[src/rtl/row_frame_fetch.sv]
// Row fetcher for the TLC5941 driver: fills a double-buffered 576-bit row image from pixel RAM.
// Optional ROW_BRIGHTNESS_EN scales each captured GS word by (brightness+1)/16.
module row_frame_fetch #(
  parameter int ROWS    = 8,
  parameter int WORDS   = 48,
  parameter int GS_BITS = 12,
  parameter int ADDR_W  = 9
) (
  input  logic               clock,
  input  logic               reset_n,
  output logic               mem_en,
  output logic [ADDR_W-1:0]  mem_addr,
  input  logic [GS_BITS-1:0] mem_rdata,
  input  logic [9:0]         bit_index,
  output logic               row_bit,
  input  logic               row_latch,
  input  logic               frame_start,
  output logic [2:0]         row_sel,
  output logic               row_ready,
  output logic               underrun,
  input  logic [3:0]         brightness
);

  localparam int ROW_W = WORDS * GS_BITS;
  localparam int CNT_W = $clog2(WORDS + 2);
`ifdef ROW_BRIGHTNESS_EN
  localparam int FETCH_LAST = WORDS + 1;
`else
  localparam int FETCH_LAST = WORDS;
`endif

  typedef enum logic [1:0] {IDLE, FETCH, FULL} state_t;

  state_t             state, state_nxt;
  logic [CNT_W-1:0]   cnt;
  logic [2:0]         fetch_row;
  logic               front_valid;
  logic               front_sel;
  logic               swap;
  logic [ADDR_W-1:0]  row_base;
  logic [ROW_W-1:0]   buf_a, buf_b;
  logic [ROW_W-1:0]   front_row;
  logic               vld_p0;
  logic [CNT_W-1:0]   idx_p0;
  logic               wr_en;
  logic [CNT_W-1:0]   wr_idx;
  logic [GS_BITS-1:0] wr_data;

`ifdef ROW_BRIGHTNESS_EN
  logic               vld_p1;
  logic [CNT_W-1:0]   idx_p1;
  logic [GS_BITS-1:0] data_p1;

  function automatic logic [GS_BITS-1:0] scale_gs(input logic [GS_BITS-1:0] w,
                                                  input logic [3:0] b);
    logic [15:0] prod;
    prod = 16'(w) * 16'({1'b0, b} + 5'd1);
    return GS_BITS'(prod >> 4);
  endfunction
`else
  logic brightness_unused;
  assign brightness_unused = ^brightness;
`endif

  // A swap happens on the first full row after a restart, or on the driver's latch.
  assign swap = (state == FULL) && !frame_start && (!front_valid || row_latch);

  always_ff @(posedge clock) begin
    if (!reset_n) state <= IDLE;
    else          state <= state_nxt;
  end

  always_comb begin
    state_nxt = state;
    case (state)
      IDLE:    state_nxt = FETCH;
      FETCH:   if (cnt == CNT_W'(FETCH_LAST)) state_nxt = FULL;
      FULL:    if (swap) state_nxt = FETCH;
      default: state_nxt = IDLE;
    endcase
    if (frame_start) state_nxt = IDLE;
  end

  always_comb begin
    row_base  = ADDR_W'(fetch_row) * ADDR_W'(WORDS);
    mem_en    = (state == FETCH) && (cnt < CNT_W'(WORDS));
    mem_addr  = row_base + ADDR_W'(cnt);
    row_ready = (state == FULL);
  end

  always_ff @(posedge clock) begin
    if (!reset_n) begin
      cnt         <= '0;
      fetch_row   <= '0;
      row_sel     <= '0;
      front_valid <= 1'b0;
      front_sel   <= 1'b0;
      underrun    <= 1'b0;
      vld_p0      <= 1'b0;
`ifdef ROW_BRIGHTNESS_EN
      vld_p1      <= 1'b0;
`endif
    end else begin
      cnt    <= (state == FETCH && state_nxt == FETCH) ? cnt + 1'b1 : '0;
      vld_p0 <= mem_en && !frame_start;
`ifdef ROW_BRIGHTNESS_EN
      vld_p1 <= vld_p0 && !frame_start;
`endif
      if (frame_start) begin
        fetch_row   <= '0;
        front_valid <= 1'b0;
      end else if (swap) begin
        front_sel   <= ~front_sel;
        front_valid <= 1'b1;
        row_sel     <= fetch_row;
        fetch_row   <= (fetch_row == 3'(ROWS - 1)) ? 3'd0 : fetch_row + 3'd1;
      end
      if (row_latch && front_valid && state != FULL && !frame_start)
        underrun <= 1'b1;
    end
  end

  // p0: RAM read returns; index travels with the request.
  always_ff @(posedge clock) begin
    idx_p0 <= cnt;
`ifdef ROW_BRIGHTNESS_EN
    // p1: scaled word ready for the back buffer.
    idx_p1  <= idx_p0;
    data_p1 <= scale_gs(mem_rdata, brightness);
`endif
  end

`ifdef ROW_BRIGHTNESS_EN
  assign wr_en   = vld_p1 && !frame_start;
  assign wr_idx  = idx_p1;
  assign wr_data = data_p1;
`else
  assign wr_en   = vld_p0 && !frame_start;
  assign wr_idx  = idx_p0;
  assign wr_data = mem_rdata;
`endif

  always_ff @(posedge clock) begin
    if (wr_en) begin
      if (front_sel) buf_a[wr_idx * GS_BITS +: GS_BITS] <= wr_data;
      else           buf_b[wr_idx * GS_BITS +: GS_BITS] <= wr_data;
    end
  end

  always_comb begin
    front_row = front_sel ? buf_b : buf_a;
    row_bit   = front_valid && (bit_index < 10'(ROW_W)) && front_row[bit_index];
  end

endmodule
[config.mk]
export PLATFORM = sky130hd
export DESIGN_NAME = row_frame_fetch
export DESIGN_NICKNAME = d
export VERILOG_FILES = /design/src/rtl/row_frame_fetch.sv
export SDC_FILE = /design/constraint.sdc
export NUM_CORES = 2
export LEC_CHECK = 0
export ABC_CLOCK_PERIOD_IN_PS = 3950
export BUFFER_PORTS_ARGS = -buffer_cell sky130_fd_sc_hd__buf_2
export CAP_MARGIN = 30
export CORE_MARGIN = 2
export CORE_UTILIZATION = 40
export DETAILED_ROUTE_END_ITERATION = 8
export PLACE_DENSITY = 0.66
export SLEW_MARGIN = 5
export SYNTH_ARGS = -nofsm -noshare
export SYNTH_HDL_FRONTEND = slang
export SYNTH_SLANG_ARGS = --single-unit
[constraint.sdc]
create_clock -name clock -period 3.95 [get_ports clock]
set_input_delay 0.1975 -clock clock [delete_from_list [all_inputs] [get_ports clock]]
set_output_delay 0.1975 -clock clock [all_outputs]
set_load 0.05 [all_outputs]
==> flow_summary_export.csv <==
group,metric,value,unit
status,status,"finished with violations",
status,violations,"setup timing",
synthesis,synthTopCellsByCount,"1152 x edfxtp_1, 696 x nor2_1, 233 x mux4_2",
placement,portBuffers,41,
synthesis,ys_seq_area_frac,0.677,
routing,via_per_inst,5.99,
clock_tree,clk_pin_slew,0.06,ns
routing,vias,33607,
timing,tightest_slew,1.05,ns
power,switchingPower,5.44,mW
final_layout,area_delta_synth_final,18.4,%
global_routing,grt.total_usage,0.230,
worst_setup_path,crit_family,"buffers and inverters",
timing,rsz0062_at_grt,"true",
clock_tree,cts_buffer_depth,3,
synthesis,netlist_instances,3452,
timing,hold_violations,0,
worst_setup_path,required,3.75,ns
synthesis,ys_warn_count,0,
floorplanning,io_pins,46,
power,switching_share,0.210,
global_routing,grt_max_degree,47,
worst_setup_path,slowest_delay,0.58,ns
clock_tree,numCtsBuffers,119,
timing,period_share,1.03,
timing,min_period,4.06,ns
floorplanning,design.die.area,0.132,sq mm
placement,placed_cell_area,0.0562,sq mm
timing,fin_setup_tns,-0.113,ns
worst_setup_path,critPathSlowestCell,"mux4_2",
placement,place_congestion,0.964,
floorplanning,die_x,364,microns
final_layout,fin_nets,3813,
clock_tree,clock_latency,0.72,ns
synthesis,synth_cell_types,89,
worst_setup_path,critPathLaunchType,"flop",
placement,hpwl,105,mm
global_routing,grt_pass1_wl,221,mm
worst_setup_path,cp_max_fo,7,
floorplanning,initial_core_util,0.402,
routing,wire_per_inst,27.6,microns
synthesis,syn_area,0.0518,sq mm
synthesis,synth_top_flop_cell,"edfxtp_1",
synthesis,synth_top_cell_by_area,"edfxtp_1",
timing,max_freq,246,MHz
worst_setup_path,path_cells,"buf_6 > clkbuf_16 > buf_4 > buf_4 > mux4_2 > mux2_2 > o21ai_0 > buf_4 > a211oi_2 > o31a_1 > a311oi_2 > o31ai_2 > buf_4 > buf_12",
timing,fin_ws,-0.113,ns
worst_setup_path,critPathKind,"reg -> out",
synthesis,yosysMostFrequentCell,"edfxtp_1",
timing,fin_skew,0.0238,ns
job,cap_violations,0,
floorplanning,placementRows,132,
worst_setup_path,r2r_start,"idx_p0[1]",
synthesis,synth_top_area_frac,0.668,
synthesis,synth-edff-count,1152,
synthesis,ys_ff_latch,1176,
floorplanning,die_h,364,microns
routing,drtAntennaViolNets,0,
worst_setup_path,reg2regPathDepth,12,
global_routing,antenna_found_initial,5,
worst_setup_path,cp_common_cell,"buf_4",
worst_hold_path,hp-class,"in -> reg",
floorplanning,core-area,0.129,sq mm
routing,drt_iter0_drc,4413,
worst_setup_path,worst-path-buf-inv,7,
timing,max-slew-margin-rel,0.291,
power,internal-power,20.5,mW
global_routing,first_global_vias,32808,
final_layout,stdcell_area,0.0613,sq mm
synthesis,synthTopCellsByArea,"edfxtp_1 67%, mux4_2 10%, nor2_1 5.0%",
worst_setup_path,endpoint_kind,"primary output",
clock_tree,htree_levels,3,
clock_tree,cts-root-buf,"clkbuf_16",
synthesis,postSynthAreaPerCell,15.0,sq um
worst_hold_path,hold_depth,3,
final_layout,layout-drive-gt1-share,0.272,
routing,drtPass1Iterations,6,
worst_setup_path,rrSetupSlack,0.16,ns
clock_tree,clock_sinks,1176,
timing,holdWs,0.0642,ns
power,power_frac_clock,0.444,
power,vdd_ir_drop_max,0.361,mV
worst_setup_path,worstPathArrival,3.87,ns
power,p_seq_frac,0.520,
global_routing,gr-total-overflow,0,
timing,finalMaxSlewViolations,0,
worst_setup_path,reg2reg_to,"buf_a[6]",
timing,setup_violations,1,
worst_hold_path,min_to,"buf_a[522]",
power,cellLeakagePower,20.3,nW
synthesis,syn-num-nets,3502,
power,p_comb_frac,0.036,
clock_tree,cts_tree,"yes",
routing,drc,0,
synthesis,async_flop_share,0,
worst_setup_path,cp.depth,14,
power,power_density,424,mW/mm^2
final_layout,final_util,0.475,
routing,routed_wirelength,155,mm
worst_hold_path,min-delay-start,"mem_rdata[10]",
stage by stage:
stage	setup WS, ns	total power, mW	cells
after global routing	-0.210	26.5	5607
after detailed placement	-0.0438	14.6	5340
after floorplan	0.332	14.2	3452
final	-0.113	26.0	5614
after global placement	0.0745	14.6	5339
after CTS	-0.201	26.0	5583
area by class of cell:
class | count | area [sq um]
Clock inverter | 77 | 800
Tap cell | 1742 | 2180
Fill cell | 10979 | 67700
Multi-Input combinational cell | 1977 | 15600
Timing Repair Buffer | 467 | 4310
Antenna cell | 7 | 17.5
Inverter | 22 | 86.3
Sequential cell | 1176 | 35100
Clock buffer | 146 | 3200
repair_timing:
item / CTS / global route
pin swaps: 0 / 10
gates resized for setup: 20 / 106
setup endpoints to repair: 17 / 700
hold buffers: 9 / 0
buffers inserted: 9 / 22
hold endpoints to repair: 20 / 0
cloned: 2 / 4
sequential cells by signal, summed over array words and instances (netlist names):
name,cells
fetch_row,3
row_sel,3
vld_p0,1
state,2
idx_p0,6
buf_a,576
underrun,1
front_sel,1
front_valid,1
buf_b,576
cnt,6
power groups by stage:
stage          logic, mW  registers [mW]  clock network, mW
4_1_cts            0.900            13.5               11.6
6_report           0.945            13.5               11.5
2_1_floorplan      0.449            13.8                  0
3_3_place_gp       0.882            13.8                  0
3_5_place_dp       0.887            13.8                  0
5_1_grt            0.961            13.5               12.1
layout by cell type, fill, tap and decap left out, types with 56 or more instances in the layout:
| cell type | instances |
|---|---|
| edfxtp_1 | 1152 |
| nor2_1 | 666 |
| buf_4 | 349 |
| mux4_2 | 234 |
| nor3_1 | 192 |
| clkbuf_16 | 128 |
| nand2_1 | 123 |
| nand3_1 | 67 |
| mux2i_1 | 56 |
worst max-delay path by stage:
stage	to	startpoint	slack (ns)
finish	row_bit	front_sel	-0.11
global route	row_bit	front_sel	-0.21
CTS	row_bit	front_sel	-0.20
detailed placement	buf_b[419]	idx_p0[1]	-0.04
global placement	buf_a[33]	idx_p0[1]	0.07
floorplan	buf_b[20]	idx_p0[1]	0.33
metal layers:
layer  up-vias  GRT usage  share of wire
met4         2     0.0991          0.047
met2      2174      0.364           0.46
met1     17040      0.306           0.37
met5         -          0       0.000078
li1      14015          -              -
met3       376     0.0510           0.12
logic make-up (layout without fill, tap and decap cells):
kind of cell / count (synthesis) / in the layout / share of synthesized area
buffers and inverters: 299 / 712 / 0.0305
DFF: 1176 / 1176 / 0.677
AOI/OAI and AO/OA: 346 / 346 / 0.0484
xor gates and xnor gates: 24 / 24 / 0.00493
adders and majority gates: 20 / 20 / 0.00527
and+or+nand+nor: 1235 / 1235 / 0.103
muxes: 352 / 352 / 0.130
other: 0 / 7 / 0
worst register-to-register path, cell delays in order (launching register included):
cell	delay, ns
dfxtp_1	0.35
ha_1	0.22
fa_1	0.40
a21o_1	0.19
a21oi_1	0.21
buf_4	0.16
xnor2_1	0.07
and4_1	0.23
or2_1	0.35
nor2_4	0.24
buf_4	0.16
nand3b_1	0.49
o22ai_1	0.50
Power figures use the tool's default switching activity.
